**src/rtl/xbar_dist_ctrl.sv**
```systemverilog
`default_nettype none
// ============================================================================
//  Module   : xbar_dist_ctrl
//  Purpose  : Packet FIFO and replay sequencer that feeds the distribution
//             crossbar with data and per-PE select fields.
//  Revision : 1.0  initial release
// ============================================================================
module xbar_dist_ctrl #(
    parameter int DATA_TYPE  = 16,
    parameter int NUM_PES    = 4,
    parameter int INPUT_BW   = 4,
    parameter int LOG2_PES   = 2,
    parameter int FIFO_DEPTH = 4,
    parameter int REP_W      = 4
) (
    input  logic                            clk,
    input  logic                            rst,
    input  logic                            i_valid,
    output logic                            o_ready,
    input  logic [INPUT_BW*DATA_TYPE-1:0]   i_data_bus,
    input  logic [1:0]                      i_mode,
    input  logic [LOG2_PES*NUM_PES-1:0]     i_sel,
    input  logic [REP_W-1:0]                i_rep,
    output logic [INPUT_BW*DATA_TYPE-1:0]   o_data_bus,
    output logic [LOG2_PES*NUM_PES-1:0]     o_mux_bus,
    output logic                            o_issue_valid,
    output logic                            o_dist_valid,
    output logic                            o_busy,
    output logic                            o_sel_err
);

    localparam int c_data_w  = INPUT_BW * DATA_TYPE;
    localparam int c_sel_w   = LOG2_PES * NUM_PES;
    localparam int c_entry_w = c_data_w + 2 + c_sel_w + REP_W;
    localparam int c_ptr_w   = $clog2(FIFO_DEPTH);
    localparam int c_cnt_w   = c_ptr_w + 1;

    localparam logic [1:0] c_mode_bcast = 2'd0;
    localparam logic [1:0] c_mode_ident = 2'd1;
    localparam logic [1:0] c_mode_rot   = 2'd2;

    typedef enum logic [0:0] {
        IDLE  = 1'b0,
        ISSUE = 1'b1
    } state_t;

    // FIFO storage and pointers
    logic [c_entry_w-1:0] mem_q [FIFO_DEPTH];
    logic [c_ptr_w-1:0]   wr_ptr_q, wr_ptr_d;
    logic [c_ptr_w-1:0]   rd_ptr_q, rd_ptr_d;
    logic [c_cnt_w-1:0]   count_q, count_d;
    logic                 push, pop;

    // FIFO head fields
    logic [c_entry_w-1:0] head;
    logic [c_data_w-1:0]  head_data;
    logic [1:0]           head_mode;
    logic [c_sel_w-1:0]   head_sel;
    logic [REP_W-1:0]     head_rep;

    // Sequencer state and hold registers for the packet being replayed
    state_t               state_q, state_d;
    logic [REP_W-1:0]     r_q, r_d;
    logic [REP_W-1:0]     rep_q, rep_d;
    logic [1:0]           mode_q, mode_d;
    logic [c_sel_w-1:0]   sel_q, sel_d;
    logic                 last;

    // Registered crossbar-facing outputs
    logic [c_data_w-1:0]  data_q, data_d;
    logic [c_sel_w-1:0]   mux_q, mux_d;
    logic                 dist_valid_q, dist_valid_d;
    logic                 sel_err_q, sel_err_d;

    assign head      = mem_q[rd_ptr_q];
    assign head_data = head[c_entry_w-1 -: c_data_w];
    assign head_mode = head[c_sel_w+REP_W +: 2];
    assign head_sel  = head[REP_W +: c_sel_w];
    assign head_rep  = head[0 +: REP_W];

    // Full is judged on the registered count, so a same-cycle pop never reopens o_ready
    assign o_ready = (count_q != c_cnt_w'(FIFO_DEPTH));
    assign push    = i_valid & o_ready;

    assign o_data_bus    = data_q;
    assign o_mux_bus     = mux_q;
    assign o_issue_valid = (state_q == ISSUE);
    assign o_dist_valid  = dist_valid_q;
    assign o_busy        = (count_q != '0) | (state_q == ISSUE);
    assign o_sel_err     = sel_err_q;

    // Packet storage write port; contents need no reset because count gates reads
    always_ff @(posedge clk) begin
        if (push) begin
            mem_q[wr_ptr_q] <= {i_data_bus, i_mode, i_sel, i_rep};
        end
    end

    // Next-state logic: pop the head when idle or on the last repeat of a packet
    always_comb begin
        state_d = state_q;
        r_d     = r_q;
        pop     = 1'b0;
        last    = (r_q == rep_q - REP_W'(1));
        case (state_q)
            IDLE: begin
                if (count_q != '0) begin
                    pop     = 1'b1;
                    state_d = ISSUE;
                    r_d     = '0;
                end
            end
            ISSUE: begin
                if (last) begin
                    if (count_q != '0) begin
                        pop = 1'b1;
                        r_d = '0;
                    end else begin
                        state_d = IDLE;
                    end
                end else begin
                    r_d = r_q + REP_W'(1);
                end
            end
            default: state_d = IDLE;
        endcase
    end

    // FIFO pointer and occupancy bookkeeping
    always_comb begin
        wr_ptr_d = push ? wr_ptr_q + c_ptr_w'(1) : wr_ptr_q;
        rd_ptr_d = pop  ? rd_ptr_q + c_ptr_w'(1) : rd_ptr_q;
        count_d  = count_q + c_cnt_w'(push) - c_cnt_w'(pop);
    end

    // Select generation for the issue that becomes visible after this edge
    always_comb begin
        logic [LOG2_PES-1:0] sel_p;
        logic [LOG2_PES-1:0] fld;
        sel_p        = '0;
        fld          = '0;
        mode_d       = pop ? head_mode : mode_q;
        sel_d        = pop ? head_sel  : sel_q;
        rep_d        = pop ? ((head_rep == '0) ? REP_W'(1) : head_rep) : rep_q;
        data_d       = pop ? head_data : data_q;
        mux_d        = mux_q;
        sel_err_d    = sel_err_q;
        dist_valid_d = (state_q == ISSUE);
        if (state_d == ISSUE) begin
            for (int p = 0; p < NUM_PES; p++) begin
                sel_p = sel_d[p*LOG2_PES +: LOG2_PES];
                case (mode_d)
                    c_mode_bcast: fld = '0;
                    c_mode_ident: fld = LOG2_PES'(p % INPUT_BW);
                    // Wide integer arithmetic keeps p+r from wrapping before the mod
                    c_mode_rot:   fld = LOG2_PES'((p + int'(r_d)) % INPUT_BW);
                    default: begin
                        if (int'(sel_p) >= INPUT_BW) begin
                            fld       = '0;
                            sel_err_d = 1'b1;
                        end else begin
                            fld = sel_p;
                        end
                    end
                endcase
                mux_d[p*LOG2_PES +: LOG2_PES] = fld;
            end
        end
    end

    // State, pointer, hold and output registers with asynchronous active-low reset
    always_ff @(posedge clk or negedge rst) begin
        if (!rst) begin
            state_q      <= IDLE;
            r_q          <= '0;
            rep_q        <= '0;
            mode_q       <= '0;
            sel_q        <= '0;
            wr_ptr_q     <= '0;
            rd_ptr_q     <= '0;
            count_q      <= '0;
            data_q       <= '0;
            mux_q        <= '0;
            dist_valid_q <= 1'b0;
            sel_err_q    <= 1'b0;
        end else begin
            state_q      <= state_d;
            r_q          <= r_d;
            rep_q        <= rep_d;
            mode_q       <= mode_d;
            sel_q        <= sel_d;
            wr_ptr_q     <= wr_ptr_d;
            rd_ptr_q     <= rd_ptr_d;
            count_q      <= count_d;
            data_q       <= data_d;
            mux_q        <= mux_d;
            dist_valid_q <= dist_valid_d;
            sel_err_q    <= sel_err_d;
        end
    end

endmodule
`default_nettype wire

```
**config.mk**
```make
export PLATFORM = sky130hd
export DESIGN_NAME = xbar_dist_ctrl
export DESIGN_NICKNAME = d
export VERILOG_FILES = /design/src/rtl/xbar_dist_ctrl.sv
export SDC_FILE = /design/constraint.sdc
export NUM_CORES = 1
export LEC_CHECK = 0
export CAP_MARGIN = 20
export CORE_UTILIZATION = 28
export DETAILED_ROUTE_END_ITERATION = 10
export GPL_ROUTABILITY_DRIVEN = 0
export SLEW_MARGIN = 20
export SYNTH_ARGS = -nofsm -noshare
export SYNTH_HDL_FRONTEND = slang
export SYNTH_SLANG_ARGS = --single-unit
```
**constraint.sdc**
```tcl
create_clock -name clk -period 3.3 [get_ports clk]
set_input_delay 0.825 -clock clk [delete_from_list [all_inputs] [get_ports clk]]
set_output_delay 0.825 -clock clk [all_outputs]
set_load 0.05 [all_outputs]
```
### After elaboration in Yosys (flattened, before gate mapping)

Memory sizes are Yosys's and may differ from the RTL's.
Index checks and enable logic that the tools add are counted.

| word-level totals | value |
|---|---|
| register bits | 99 |
| bits in writable memories | 312 |
| bits of input ports | 81 |
| output and inout bits | 77 |
| word-level logic and storage cells | 49 |
| memories kept | 1 |

| operators by class | value |
|---|---|
| add/sub/neg operators | 9 |
| equality and inequality tests | 4 |
| mux-type cells | 17 |
| bitwise logic cells | 3 |
| reductions and logical operators | 4 |

Memories:

| memory | depth | bits a word | read ports | clocked after Yosys merged registers in | write ports | line | source |
|---|---|---|---|---|---|---|---|
| mem_q | 4 | 78 | 1 | 0 | 1 | 48 | `logic [c_entry_w-1:0] mem_q [FIFO_DEPTH];` |

Operator list:

| kind | count |
|---|---|
| case mux 2 bit (3 select lines) | 3 |
| 2-to-1 mux 4 bit | 3 |
| 2-to-1 mux 8 bit | 1 |
| case mux 4 bit (2 select lines) | 1 |
| 2-to-1 mux 1 bit | 5 |
| adder 2 x 1 -> 2 bit (second input constant) | 2 |
| adder 2 bit (first input constant) | 2 |
| adder 4 x 1 -> 4 bit (second input constant) | 1 |
| equality test 4 bit | 1 |
| logical NOT 4 bit | 1 |
| case mux 1 bit (2 select lines) | 2 |
| case mux 2 bit (2 select lines) | 1 |
| subtractor 4 x 1 -> 4 bit (second input constant) | 1 |
| adder 3 x 1 -> 3 bit | 1 |
| != test 3 bit (second input constant) | 1 |
| nonzero test 3 bit | 1 |
| subtractor 3 x 1 -> 3 bit | 1 |
| adder 1 x 2 -> 2 bit (first input constant) | 1 |
| equality test 2 x 1 -> 1 bit (second input constant) | 1 |
| equality test 2 bit (second input constant) | 1 |
| logical NOT 2 bit | 1 |
| 2-to-1 mux 2 bit | 1 |
| OR reduction 2 bit | 1 |
| AND 1 bit | 1 |
| other kinds (2) | 2 |

### Depth between registers and ports, before layout

Gate-level depths: netlist (run 1).

| depth | value |
|---|---|
| depth in word-level cells | 8 |
| gate-level depth with buffers | 13 |
| mapped depth without buffers | 11 |

### Least setup slack after synthesis (run 1)

OpenSTA, ideal clock, no wires.

| timing path | value |
|---|---|
| path kind | register to register |
| start | register count_q[1] |
| end | memory mem_q[0][0] (netlist bit) (enable) |
| arrival time | 2.807 ns |
| slack | 0.047 ns |
| cell stages (with the launch flop) | 4 |
| clock period less this slack | 3.253 ns |
| path through | dfrtp_1 > nor2_1 > nand2_1 > and3_1 |

| between the ends | value |
|---|---|
| longest elaborated chain between the ends | 4 |

RTL lines:

| element | line | source |
|---|---|---|
| start: declaration | 51 | `logic [c_cnt_w-1:0] count_q, count_d;` |
| start signal: assignment | 194 | `count_q <= count_d;` |
| != test 3 bit | 82 | `assign o_ready = (count_q != c_cnt_w'(FIFO_DEPTH));` |
| via o_ready | 19 | `output logic o_ready,` |
| AND 1 bit | 83 | `assign push = i_valid & o_ready;` |
| 2-to-1 mux 1 bit | 94 | `if (push) begin` |
| 2-to-1 mux 1 bit (not written as such) | 95 | `mem_q[wr_ptr_q] <= {i_data_bus, i_mode, i_sel, i_rep};` |
| end: declaration | 48 |  |

The timed path passes the listed nets, and every way through them passes these cells.

### Worst setup path in the final report (run 1)

| timing path | value |
|---|---|
| start | register count_q[1] |
| end | output o_busy |

| between the ends | value |
|---|---|
| longest elaborated chain between the ends | 2 |

RTL lines:

| element | line | source |
|---|---|---|
| nonzero test 3 bit | 89 | `assign o_busy = (count_q != '0) \| (state_q == ISSUE);` |
| OR 1 bit | 89 |  |
| end: declaration | 28 | `output logic o_busy,` |

No other way between the ends.

==> results of run 1 <==
## report_power, final
| part | total [W] | internal (W) | leakage (nW) | switching, W |
|---|---|---|---|---|
| Sequential | 0.00776 | 0.00707 | 4.06 | 0.000692 |
| Combinational | 0.00749 | 0.00283 | 2.24 | 0.00465 |
| Clock | 0.00493 | 0.00288 | 0.712 | 0.00205 |
## sequential cells by signal, summed over array words and instances, names as in the netlist
register	cells
mem_q	312
o_data_bus	64
o_mux_bus	8
sel_q	8
r_q	4
rep_q	4
count_q	3
mode_q	2
rd_ptr_q	2
wr_ptr_q	2
o_dist_valid	1
o_issue_valid	1
## routing by layer
metal | up-vias | track usage | routed length, um
met4 | 6 | 0.0382 | 856
met5 | - | 0 | 33
met2 | 160 | 0.206 | 16700
met3 | 66 | 0.0329 | 1810
li1 | 3642 | - | -
met1 | 4179 | 0.163 | 15100
## how the worst min path moves through the flow
stage | end | slack (ns)
2_1_floorplan | sel_q[0] | 0.44
3_3_place_gp | sel_q[4] | 0.46
3_5_place_dp | sel_q[4] | 0.46
4_1_cts | o_data_bus[63] | 0.24
5_1_grt | o_data_bus[10] | 0.26
6_report | o_data_bus[63] | 0.25
## kinds of logic after synthesis
| family | after synthesis | synth area share |
|---|---|---|
| multiplexers | 81 | 0.116 |
| AO/OA/AOI/OAI | 34 | 0.0156 |
| buffers and inverters | 55 | 0.0162 |
| AND/OR/NAND/NOR | 266 | 0.0698 |
| XOR/XNOR | 13 | 0.00874 |
| other | 1 | 0.000243 |
| flip-flops | 411 | 0.766 |
| adder cells (fa/ha/maj) | 9 | 0.00777 |
## through the flow
| stage | hold WS, ns | instance area (um2) |
|---|---|---|
| floorplan | 0.440 | 15500 |
| global placement | 0.458 | 18000 |
| detailed placement | 0.458 | 18000 |
| CTS | 0.240 | 19500 |
| global route | 0.264 | 19500 |
| finish | 0.248 | 19500 |
## synthesized netlist by cell type, drive strengths merged (2+ instances only)
library cell,number,area share
a21oi,3,0.00097
mux4,78,0.11
clkbuf,15,0.0036
mux2i,3,0.0019
or3,4,0.0016
buf,25,0.0087
o21ai,11,0.0036
edfxtp,312,0.61
dfrtp,99,0.16
nor2,5,0.0012
nand3b,2,0.00097
nand2,230,0.056
o31ai,2,0.0013
xor2,5,0.0028
o31a,2,0.0011
nor3,5,0.0019
ha,8,0.0065
inv,15,0.0038
a32o,3,0.0019
nand3,5,0.0019
a211oi,3,0.0015
xnor2,7,0.0045
and3,5,0.0020
nand2b,3,0.0012
nor2b,3,0.0012
## critical path, cell delays in order, from the launching register on
cell             delay [ns]
dfrtp_1                0.42
nor3_1                 0.33
nand2b_1               0.17
clkdlybuf4s50_1        0.74
## final cells by class
class | count | area, um2
Antenna cell | 1 | 2.50
Clock buffer | 57 | 1220
Clock inverter | 28 | 236
Fill cell | 5099 | 34800
Inverter | 15 | 58.8
Multi-Input combinational cell | 404 | 3390
Sequential cell | 411 | 11900
Tap cell | 696 | 871
Timing Repair Buffer | 178 | 1850
==> summary.md, run 1 <==
| Metric | Value |
|---|---|
| Worst hold path class | `input pin to async pin` |
| Placed Cells incl. Taps | `1704` |
| Tcrit/Tclk final | `0.920` |
| RSZ-0062 raised after global routing | `false` |
| CP required | `2.47 ns` |
| Wirelength per Cell | `19.3 um` |
| Max-slew violations | `0` |
| Yosys reg bits | `411` |
| Rows | `85` |
| Max-cap violations | `0` |
| Die height | `237 um` |
| Number of global-route vias before repair | `between 8000 and 9000` |
| Number of vias in the routed layout | `8053` |
| CTS Buf Count | `46` |
| Worst setup SP type | `flip-flop` |
| Worst Tran Pin Value | `0.619 ns` |
| Pin count of the biggest net entering global routing | `81` |
| Commonest non-fill, non-tap cell in the layout | `edfxtp_1` |
| First-pass GRT wire length | `53000 um` |
| Arr. time, crit path | `2.21 ns` |
| Core Region | `54200 um2` |
| Root Driver | `clkbuf_16` |
| Commonest non-fill, non-tap cells in the layout | `312 x edfxtp_1, 230 x nand2_1, 155 x clkdlybuf4s50_1, 97 x dfrtp_1, 78 x mux4_2` |
| Initial Util | `0.285` |
| Pwr Density | `between 1000 and 1500 nW/um2` |
| Post-Route WL | `34500 um` |
| Initial antenna violation count | `4` |
| Drt first pass iters | `4` |
| Ports | `158` |
| Pleak | `7.01 nW` |
| Tmin final | `3.04 ns` |
| Relative slew slack | `0.587` |
| Reg2reg start | `rep_q[0]` |
| Critical Path Sink Type | `primary output` |
| Reg2reg path depth | `11` |
| Final Core Density | `0.359` |
| Gate Count Post-Synth | `870` |
| Nets | `1146` |
| Distinct cells, synth | `49` |
| Maximum buffer depth of the clock tree | `3` |
| Port bufs | `between 150 and 200` |
| Clock latency on the worst-skew pair | `approximately 0.56 ns` |
| Number of flops mapped to enable cells by yosys | `312` |
| Clk pin slew, worst setup/hold paths | `0.06 ns` |
| Peak supply drop | `0.610 mV` |
| Share of layout cells above drive strength 1 | `0.167` |
| Setup TNS Final | `0 ns` |
| Placement Setup Slack | `about 0.51 ns` |
| CTS sink cnt | `~410` |
| Die width | `around 240 um` |
| Max Freq | `about 330 MHz` |
| DRC Markers | `0` |
| Clock tree from TritonCTS | `yes` |
| PnR worst setup slack | `0.264 ns` |
| Origin of the worst setup path | `count_q[1]` |
| Crit path capture | `o_busy` |
| Setup Skew | `0.0154 ns` |
| Hold_buf cts | `0` |
| Post-Syn Nets | `960` |
| Hold Vio Cnt, Final | `0` |
| # setup viols final | `0` |
| Share of synthesized registers carrying an async set or reset | `0.241` |
| Total Power | `0.0202 W` |
| Main synth FF type | `edfxtp_1` |
| Worst reg-to-reg setup slack | `0.56 ns` |
| Status | `complete, no violations` |
| DP HPWL | `20100 um` |
| DR iter-0 viols | `a little under 500` |
| Worst setup path class | `flip-flop to primary output` |
| Syn Area/Cell | `approximately 18 um2` |
| Gr ovfl total | `0` |
| Area delta synth->final | `26.0%` |
| Crit-path max FO | `5` |
| Resize count post-CTS | `0` |
| Worst reg2reg endpoint | `count_q[2]` |
| H-tree depth | `2` |
| Fin cells | `1790` |
| Sequential fraction of the synthesis area | `0.766` |
| Mapped cell area | `15500 um2` |
| Die area | `56200 um2` |
| YS warnings | `0` |
| Routed Antenna Nets | `0` |
| GRT Total Usage | `0.126` |
| Vias per cell | `4.50` |
| # Post-CTS Setup Buffers | `0` |
Note: power is estimated with default switching activity, not from simulation.
==> run 2, diff against run 1 <==
CTS_BUF_LIST = sky130_fd_sc_hd__clkbuf_4   (was default)
CTS_CLUSTER_SIZE = 8   (was default)
REMOVE_ABC_BUFFERS = 1   (was default)
==> summary.md, run 2 (synthesized netlist as in run 1, its figures left out) <==
| Metric | Value |
|---|---|
| Max-cap violations | `0` |
| Share of layout cells above drive strength 1 | `0.245` |
| Clk pin slew, worst setup/hold paths | `around 0.06 ns` |
| Drt first pass iters | `6` |
| Initial Util | `0.285` |
| Min Hold Slack | `0.433 ns` |
| Pin count of the biggest net entering global routing | `between 80 and 90` |
| Crit-path max FO | `2` |
| Pleak | `7.22 nW` |
| Core Region | `54200 um2` |
| Worst reg-to-reg setup slack | `~0.48 ns` |
| Critical Path Sink Type | `primary output` |
| PnR worst setup slack | `about 0.31 ns` |
| CTS sink cnt | `411` |
| Tcrit/Tclk final | `0.905` |
| Clock tree from TritonCTS | `yes` |
| Worst setup path class | `flip-flop to primary output` |
| Wirelength per Cell | `18.3 um` |
| Reg2reg path depth | `9` |
| Clock latency on the worst-skew pair | `0.84 ns` |
| Routed Antenna Nets | `0` |
| Max Freq | `335 MHz` |
| Tmin final | `2.99 ns` |
| # setup viols final | `0` |
| Worst Tran Pin Value | `~0.74 ns` |
| Fin cells | `1917` |
| Nets | `1212` |
| Placed Cells incl. Taps | `~1700` |
| Die width | `roughly 240 um` |
| Reg2reg start | `rep_q[0]` |
| Ports | `158` |
| Biggest register | `mem_q` |
| Worst reg2reg endpoint | `o_data_bus[18]` |
| DRC Markers | `0` |
| Number of vias in the routed layout | `~8400` |
| Initial antenna violation count | `2` |
| Relative slew slack | `0.510` |
| DR iter-0 viols | `360` |
| Worst hold path class | `input pin to async pin` |
| Post-Route WL | `35100 um` |
| Die area | `56200 um2` |
| DP HPWL | `20100 um` |
| Footprint of the multi-input gates | `~3400 um2` |
| Commonest non-fill, non-tap cell in the layout | `edfxtp_1` |
| WP depth | `1` |
| Gr ovfl total | `0` |
| Maximum buffer depth of the clock tree | `3` |
| Peak supply drop | `0.542 mV` |
| Vias per cell | `4.38` |
| Root Driver | `clkbuf_4` |
| Die height | `237 um` |
| Filler Cells Inserted | `5190` |
| CTS Buf Count | `108` |
| Area delta synth->final | `26.7%` |
| Arr. time, crit path | `2.16 ns` |
| Max-slew violations | `0` |
| Port bufs | `~160` |
| Rows | `85` |
| First-pass GRT wire length | `53900 um` |
| Pwr Density | `1020 nW/um2` |
| Worst setup SP type | `flip-flop` |
| Hold Vio Cnt, Final | `0` |
| H-tree depth | `3` |
| Max stage delay on crit path | `0.85 ns` |
| Slowest cell on the critical path | `clkdlybuf4s50_1` |
| GRT Total Usage | `0.130` |
| Placement Setup Slack | `0.435 ns` |
| RSZ-0062 raised after global routing | `false` |
| Top delay family on crit path | `buffers and inverters` |
| Largest register FFs | `312` |
| CP required | `2.47 ns` |
| Status | `complete, no violations` |
| Register area | `11900 um2` |
| Number of global-route vias before repair | `9201` |
| Final Core Density | `0.361` |
| Crit-path cells | `clkdlybuf4s50_1` |
| Commonest non-fill, non-tap cells in the layout | `312 x edfxtp_1, 230 x nand2_1, 170 x clkbuf_4, 153 x clkdlybuf4s50_1, 97 x dfrtp_1` |
| WP buf/inv | `1` |
| Setup Skew | `around 0.05 ns` |
[run 2: changes by cell type in the layout (fill, tap and decap cells not counted), sizes merged]
cell and delta:
buf +3, bufinv +1, clkbuf +113, clkdlybuf4s50 -2
clkinv +11, clkinvlp -1, diode +2, dlygate4sd2 +1
dlygate4sd3 +1, dlymetal6s2s +1, inv -3
[run 2: repair_timing]
item	in CTS	in global routing
buffers inserted	0	0
hold buffers	1	0
hold endpoints to repair	17	0
setup endpoints to repair	1	1
resized for setup	1	1
[run 2: layout make-up]
class                      count  area share
sequential                   411       0.605
multi-input combinational    404       0.173
timing repair buffer         182      0.0961
clock buffer                 170      0.0651
tap                          696      0.0444
clock inverter                36      0.0133
inverter                      15     0.00300
antenna                        3    0.000383
[run 2: where the power goes]
part	total [W]	leakage (nW)	internal [W]	switching (W)
sequential	0.00771	4.06	0.00707	0.000644
combinational	0.00755	2.26	0.00284	0.00471
clock	0.00473	0.903	0.00266	0.00207
[run 2: routing by layer]
layer	global-route usage	share of wire	up-vias
met5	0	0.00048	-
met4	0.0569	0.023	2
met3	0.0370	0.059	64
met2	0.209	0.48	233
met1	0.162	0.44	4223
li1	-	-	3868
[run 2: worst max path at each step]
stage | start | endpoint | slack [ns]
3_3_place_gp | rep_q[0] | o_data_bus[53] | 0.52
5_1_grt | o_data_bus[2] | o_data_bus[2] | 0.16
3_5_place_dp | rep_q[0] | o_data_bus[28] | 0.43
2_1_floorplan | rep_q[0] | count_q[2] | -1.39
6_report | o_data_bus[61] | o_data_bus[61] | 0.31
4_1_cts | count_q[1] | o_ready | 0.02
[run 2: per-stage QoR]
stage | cell area [um2] | power (W) | TNS, ns
after detailed placement | 18000 | 0.0156 | 0
after CTS | 19600 | 0.0205 | 0
after global routing | 19600 | 0.0213 | 0
after global placement | 18000 | 0.0154 | 0
final | 19600 | 0.0200 | 0
after floorplan | 15300 | 0.0129 | -71.75
==> RTL edit 1, RTL diff (flow settings as in run 1) <==
The parameter `FIFO_DEPTH` goes from 4 to 2.
--- a/src/rtl/xbar_dist_ctrl.sv
+++ b/src/rtl/xbar_dist_ctrl.sv
@@ -11,5 +11,5 @@
     parameter int INPUT_BW   = 4,
     parameter int LOG2_PES   = 2,
-    parameter int FIFO_DEPTH = 4,
+    parameter int FIFO_DEPTH = 2,
     parameter int REP_W      = 4
 ) (
Function: changed (a bounded check fails within 4 cycles, from zero or initial values and one cycle with rst low).
==> RTL edit 1 against run 1 <==
  * Sequential cell count down 159
  * Wire length down 41%
  * Final area down 36%
  * Synthesized area down 39%
  * Setup slack better by 0.11 ns
  * Total power down 30%
  * Fmax up 3.8%
  * Clock skew down 0.0091 ns
  * Critical path type unchanged
  * Critical endpoint unchanged
  * Largest power group is now combinational cells
==> RTL edit 1: results (changes against run 1) <==
Parameter                              Value

Global routing
  Global-route wire length before repair    31,100 um (was 53,000 um)
  Via count of the first global-routing pass    5,482 (was 8,647)
  Antenna violations before repair    1 (was 4)
  Global routing usage on met1    15.5% (was 16.3%)
  Maximum number of pins on one net before global-route repair    115 (was 81)
  M2 GR Usage    19.4% (was 20.6%)
  GR Util All Layers    11.8% (was 12.6%)
  Met3 track demand over resource in global routing    3.05% (was 3.29%)

Outcome
  Run status    finished, final reports clean (unchanged)

Route
  DRC violation total after the first TritonRoute iteration    292 (was 494)
  Mean number of vias per cell    4.36 (was 4.50)
  Wire length per cell    16.1 um (was 19.3 um)

Timing
  Smallest hold slack    0.299 ns (was 0.248 ns)
  Worst relative slew slack    47.9% (was 58.7%)
  Worst Skew    0.00632 ns (was 0.0154 ns)

Yosys
  Post-synthesis sequential area ratio    75.3% (was 76.6%)
  Number of different library cells in the post-synthesis netlist    42 (was 49)
  Top area cells in the synthesized netlist    sky130_fd_sc_hd__edfxtp_1 50%, sky130_fd_sc_hd__dfrtp_1 26%, sky130_fd_sc_hd__mux2i_1 8.4% (was sky130_fd_sc_hd__edfxtp_1 61%, sky130_fd_sc_hd__dfrtp_1 16%, sky130_fd_sc_hd__mux4_2 11%)
  Synthesized Nets    707 (was 960)
  Number of standard cells after synthesis    622 (was 870)
  Share of flip-flops with an asynchronous set or reset    38.1% (was 24.1%)
  Synth top cells by count    156 x sky130_fd_sc_hd__edfxtp_1, 96 x sky130_fd_sc_hd__dfrtp_1, 88 x sky130_fd_sc_hd__nor2_1, 81 x sky130_fd_sc_hd__a21oi_1, 79 x sky130_fd_sc_hd__mux2i_1 (was 312 x sky130_fd_sc_hd__edfxtp_1, 230 x sky130_fd_sc_hd__nand2_1, 99 x sky130_fd_sc_hd__dfrtp_1, 78 x sky130_fd_sc_hd__mux4_2, 21 x sky130_fd_sc_hd__buf_2)
  Number of synthesized flops with an enable pin    156 (was 312)

Setup path
  WP data arrival    2.10 ns (was 2.21 ns)
  End of the worst register-to-register path    o_mux_bus[6] (was count_q[2])
  Number of cells on the worst reg-to-reg path    9 (was 11)
  CP max FO    6 (was 5)

Finish
  Fillers    3,099 (was 5,099)
  Final standard cell count with taps included and fillers excluded    1,254 (was 1,790)
  Nets@finish    874 (was 1,146)
  Ratio of cells with drive above 1 in the final layout    8.52% (was 16.7%)
  Flip-flop count of the largest register after layout    156 (was 312)

Clocking
  Max H-tree Level    1 (was 2)
  Post-CTS sizing    0 (unchanged)
  Skew-Pair Late Insertion Delay    0.53 ns (was 0.56 ns)
  Cts bufs inserted    28 (was 46)
  Clock edge transition at the registers on the reported setup and hold paths    0.06 ns (about the same)

Place
  Detailed Place HPWL    12,700 um (was 20,100 um)
  Number of I/O port buffers    156 (unchanged)
  Number of placed instances with taps included    1,201 (was 1,704)
  Worst-case setup slack after placement    0.728 ns (was 0.513 ns)
  Placed cell areas    11,500 um2 (was 18,000 um2)

Power
  Peak VDD IR    0.744 mV (was 0.610 mV)
  Leakage component of the power    4.66 nW (was 7.01 nW)
[RTL edit 1: final cells by class]
cell class / count / area (um2) / share of cell area, %
timing repair buffer: 168 / 1710 / 13.8
multi-input combinational: 333 / 2160 / 17.3
sequential: 252 / 7090 / 57.0
inverter: 6 / 22.5 / 0.181
clock inverter: 11 / 119 / 0.955
clock buffer: 40 / 787 / 6.32
antenna: 2 / 5.00 / 0.0402
tap: 442 / 553 / 4.44
[RTL edit 1: report_power, final]
| group | switching, mW | internal (mW) | total [mW] |
|---|---|---|---|
| Combinational | 3.79 | 2.08 | 5.87 |
| Clock | 1.22 | 1.81 | 3.03 |
| Sequential | 0.620 | 4.52 | 5.14 |
[RTL edit 1: critical path: stages (launching register included)]
cell	delay, ns
sky130_fd_sc_hd__dfrtp_1	0.47
sky130_fd_sc_hd__or3_1	0.40
sky130_fd_sc_hd__clkdlybuf4s50_1	0.70
[RTL edit 1: cell families after synthesis]
kind of cell               after synthesis  synth area share, %
muxes                                   83                 8.88
and+or+nand+nor                        124                 5.64
xor gates and xnor gates                12                 1.12
AOI/OAI and AO/OA                      109                 6.45
buffers and inverters                   37                 2.01
adders and majority gates                4                0.532
DFF                                    252                 75.3
other                                    1               0.0399
[RTL edit 1: how the worst max path moves through the flow]
stage	to	startpoint	slack (ns)	cells after the start
floorplan	mem_q[1][0]	count_q[0]	0.05	2
global placement	o_mux_bus[2]	rep_q[0]	0.76	9
detailed placement	o_mux_bus[2]	rep_q[0]	0.73	9
CTS	o_busy	o_issue_valid	0.34	2
global route	o_busy	o_issue_valid	0.31	2
finish	o_busy	o_issue_valid	0.38	2
[RTL edit 1: stage by stage]
step	util [%]	power, mW
floorplan	-	9.25
global placement	35.2	11.0
detailed placement	35.2	11.1
CTS	37.9	14.3
global route	37.9	14.9
finish	38.0	14.0
[RTL edit 1: layer usage]
layer  share of wire (%)  routed length (um)
met1                  44                8840
met2                  48                9630
met3                 6.4                1290
met4                 2.0                 412
met5                   0                   0
==> RTL edit 2, RTL diff (settings of run 1) <==
Made on the original files. Remove the case item `c_mode_rot` of the case on `mode_d`.
--- a/src/rtl/xbar_dist_ctrl.sv
+++ b/src/rtl/xbar_dist_ctrl.sv
@@ -154,5 +154,4 @@
                     c_mode_ident: fld = LOG2_PES'(p % INPUT_BW);
                     // Wide integer arithmetic keeps p+r from wrapping before the mod
-                    c_mode_rot:   fld = LOG2_PES'((p + int'(r_d)) % INPUT_BW);
                     default: begin
                         if (int'(sel_p) >= INPUT_BW) begin
Function: changed (Yosys sat finds a counterexample within 4 cycles, from zero or initial values and one cycle with rst low).
==> RTL edit 2 against run 1 <==
  * Setup slack got worse by 0.086 ns
  * Critical path depth stayed put
  * Clock power rose by 2%
  * Critical endpoint unchanged
  * Total power is 0.64% lower
  * Wire length is 6.6% lower
  * Count of clock-buffer cells in the layout grew 6
  * Final area decreased by 0.49%
  * Combinational power decreased by 2%
  * Hold slack got worse by 0.025 ns
  * Non-clock buffer count fell by 6
  * Via count shrank 10%
  * Synthesized area is 0.74% lower
  * Synthesized cell count down 20%
  * Critical path type unchanged
  * Sequential cell count is the same
==> RTL edit 2: results (changes against run 1) <==
Parameter                              Value

Global routing
  GR Util All Layers    11.8% (was 12.6%)
  Maximum number of pins on one net before global-route repair    82 (was 81)
  Via count of the first global-routing pass    7,826 (was 8,647)
  Antenna violations before repair    5 (was 4)
  M2 GR Usage    19.4% (was 20.6%)
  Global-route wire length before repair    48,900 um (was 53,000 um)
  Met3 track demand over resource in global routing    3.48% (was 3.29%)
  Global routing usage on met1    14.6% (was 16.3%)

Yosys
  Synth Area in Compound Gates    1.25% (was 1.56%)
  Synth top cells by count    312 x sky130_fd_sc_hd__edfxtp_1, 99 x sky130_fd_sc_hd__dfrtp_1, 78 x sky130_fd_sc_hd__mux4_2, 59 x sky130_fd_sc_hd__mux2_2 (was 312 x sky130_fd_sc_hd__edfxtp_1, 230 x sky130_fd_sc_hd__nand2_1, 99 x sky130_fd_sc_hd__dfrtp_1, 78 x sky130_fd_sc_hd__mux4_2, 21 x sky130_fd_sc_hd__buf_2)
  Synthesized-area fraction occupied by adder cells    0.783% (was 0.777%)
  Number of different library cells in the post-synthesis netlist    37 (was 49)
  Top area cells in the synthesized netlist    sky130_fd_sc_hd__edfxtp_1 61%, sky130_fd_sc_hd__dfrtp_1 16%, sky130_fd_sc_hd__mux4_2 11% (unchanged)
  Post-synthesis share of cell area spent on xor and xnor gates    0.774% (was 0.874%)
  Post-synthesis sequential area ratio    77.2% (was 76.6%)
  Synthesized Nets    782 (was 960)
  Mux share of post-synthesis cell area    17.3% (was 11.6%)
  Mean instance size in the synthesized netlist    22.2 um2 (was 17.8 um2)

Power
  Leakage component of the power    6.71 nW (was 7.01 nW)
  Peak VDD IR    0.751 mV (was 0.610 mV)

Setup path
  Reg2reg setup slack    0.47 ns (was 0.56 ns)
  CP max FO    8 (was 5)
  Number of cells on the worst reg-to-reg path    13 (was 11)
  WP data arrival    2.30 ns (was 2.21 ns)
  Worst path slowest cell    sky130_fd_sc_hd__clkdlybuf4s50_1 (unchanged)
  Source of the critical timing path    count_q[1] (unchanged)

Route
  First-pass DRT Iterations    6 (was 4)
  Mean number of vias per cell    4.47 (was 4.50)
  Wire length per cell    19.9 um (was 19.3 um)
  DRC violation total after the first TritonRoute iteration    283 (was 494)

Finish
  Ratio of cells with drive above 1 in the final layout    26.1% (was 16.7%)
  Final standard cell count with taps included and fillers excluded    1,618 (was 1,790)
  Nets@finish    974 (was 1,146)
  Fillers    5,028 (was 5,099)

Timing
  Smallest hold slack    0.224 ns (was 0.248 ns)
  Worst Max-Slew Pin Slew    0.701 ns (was 0.619 ns)
  Worst Skew    0.0156 ns (was 0.0154 ns)
  Crit share post-route    94.6% (was 92.0%)

Place
  Placed cell areas    17,900 um2 (was 18,000 um2)
  Number of I/O port buffers    156 (unchanged)
  Detailed Place HPWL    18,300 um (was 20,100 um)
  Number of placed instances with taps included    1,532 (was 1,704)
  Worst-case setup slack after placement    0.316 ns (was 0.513 ns)

Outcome
  Run status    finished, final reports clean (unchanged)
## RTL edit 2: cell count changes after synthesis, moves of 4 or more
cell                      change
sky130_fd_sc_hd__a22oi_1      +8
sky130_fd_sc_hd__buf_6        +8
sky130_fd_sc_hd__nand3_1      +5
sky130_fd_sc_hd__mux2_1       +7
sky130_fd_sc_hd__mux2_2      +59
sky130_fd_sc_hd__nand2_1    -221
sky130_fd_sc_hd__mux2_4      +10
sky130_fd_sc_hd__buf_2       -14
sky130_fd_sc_hd__o21ai_1      -4
## RTL edit 2: what timing repair did
action	4_1_cts	5_1_grt
resized for setup	0	1
endpoints found under the setup margin	0	1
hold endpoints to repair	0	0
## RTL edit 2: layout make-up
class	instances	area, um2	share of cell area (%)
Tap cell	696	871	4.49
Inverter	12	45.0	0.232
Timing Repair Buffer	172	1820	9.37
Sequential cell	411	11900	61.1
Clock buffer	63	1300	6.70
Multi-Input combinational cell	241	3310	17.1
Clock inverter	22	193	0.994
Antenna cell	1	2.50	0.0129
## RTL edit 2: path summary, 6_finish.rpt
path | endpoint
setup / recovery | o_busy
hold / removal | sel_q[4]
setup reg to reg | count_q[2]
hold reg to reg | mode_q[0]
max in group asynchronous | rd_ptr_q[1]
min in group clk | mode_q[0]
## RTL edit 2: per-layer routing
metal	share of wire [%]	wire length (um)	vias up
met3	5.9	1890	57
met1	43	14000	3825
met2	48	15500	157
met4	2.3	735	8
li1	-	-	3186
met5	0.16	52	-
## RTL edit 2: logic make-up after synthesis
group	after synthesis
flip-flops	411
adder cells (fa/ha/maj)	9
buffers and inverters	40
AND/OR/NAND/NOR	38
AO/OA/AOI/OAI	27
XOR/XNOR	12
multiplexers	154
other	1
## RTL edit 2: power breakdown
part,internal [mW],switching [mW]
Sequential,7.07,0.635
Combinational,3.20,4.12
Clock,2.99,2.03
Total,13.3,6.79
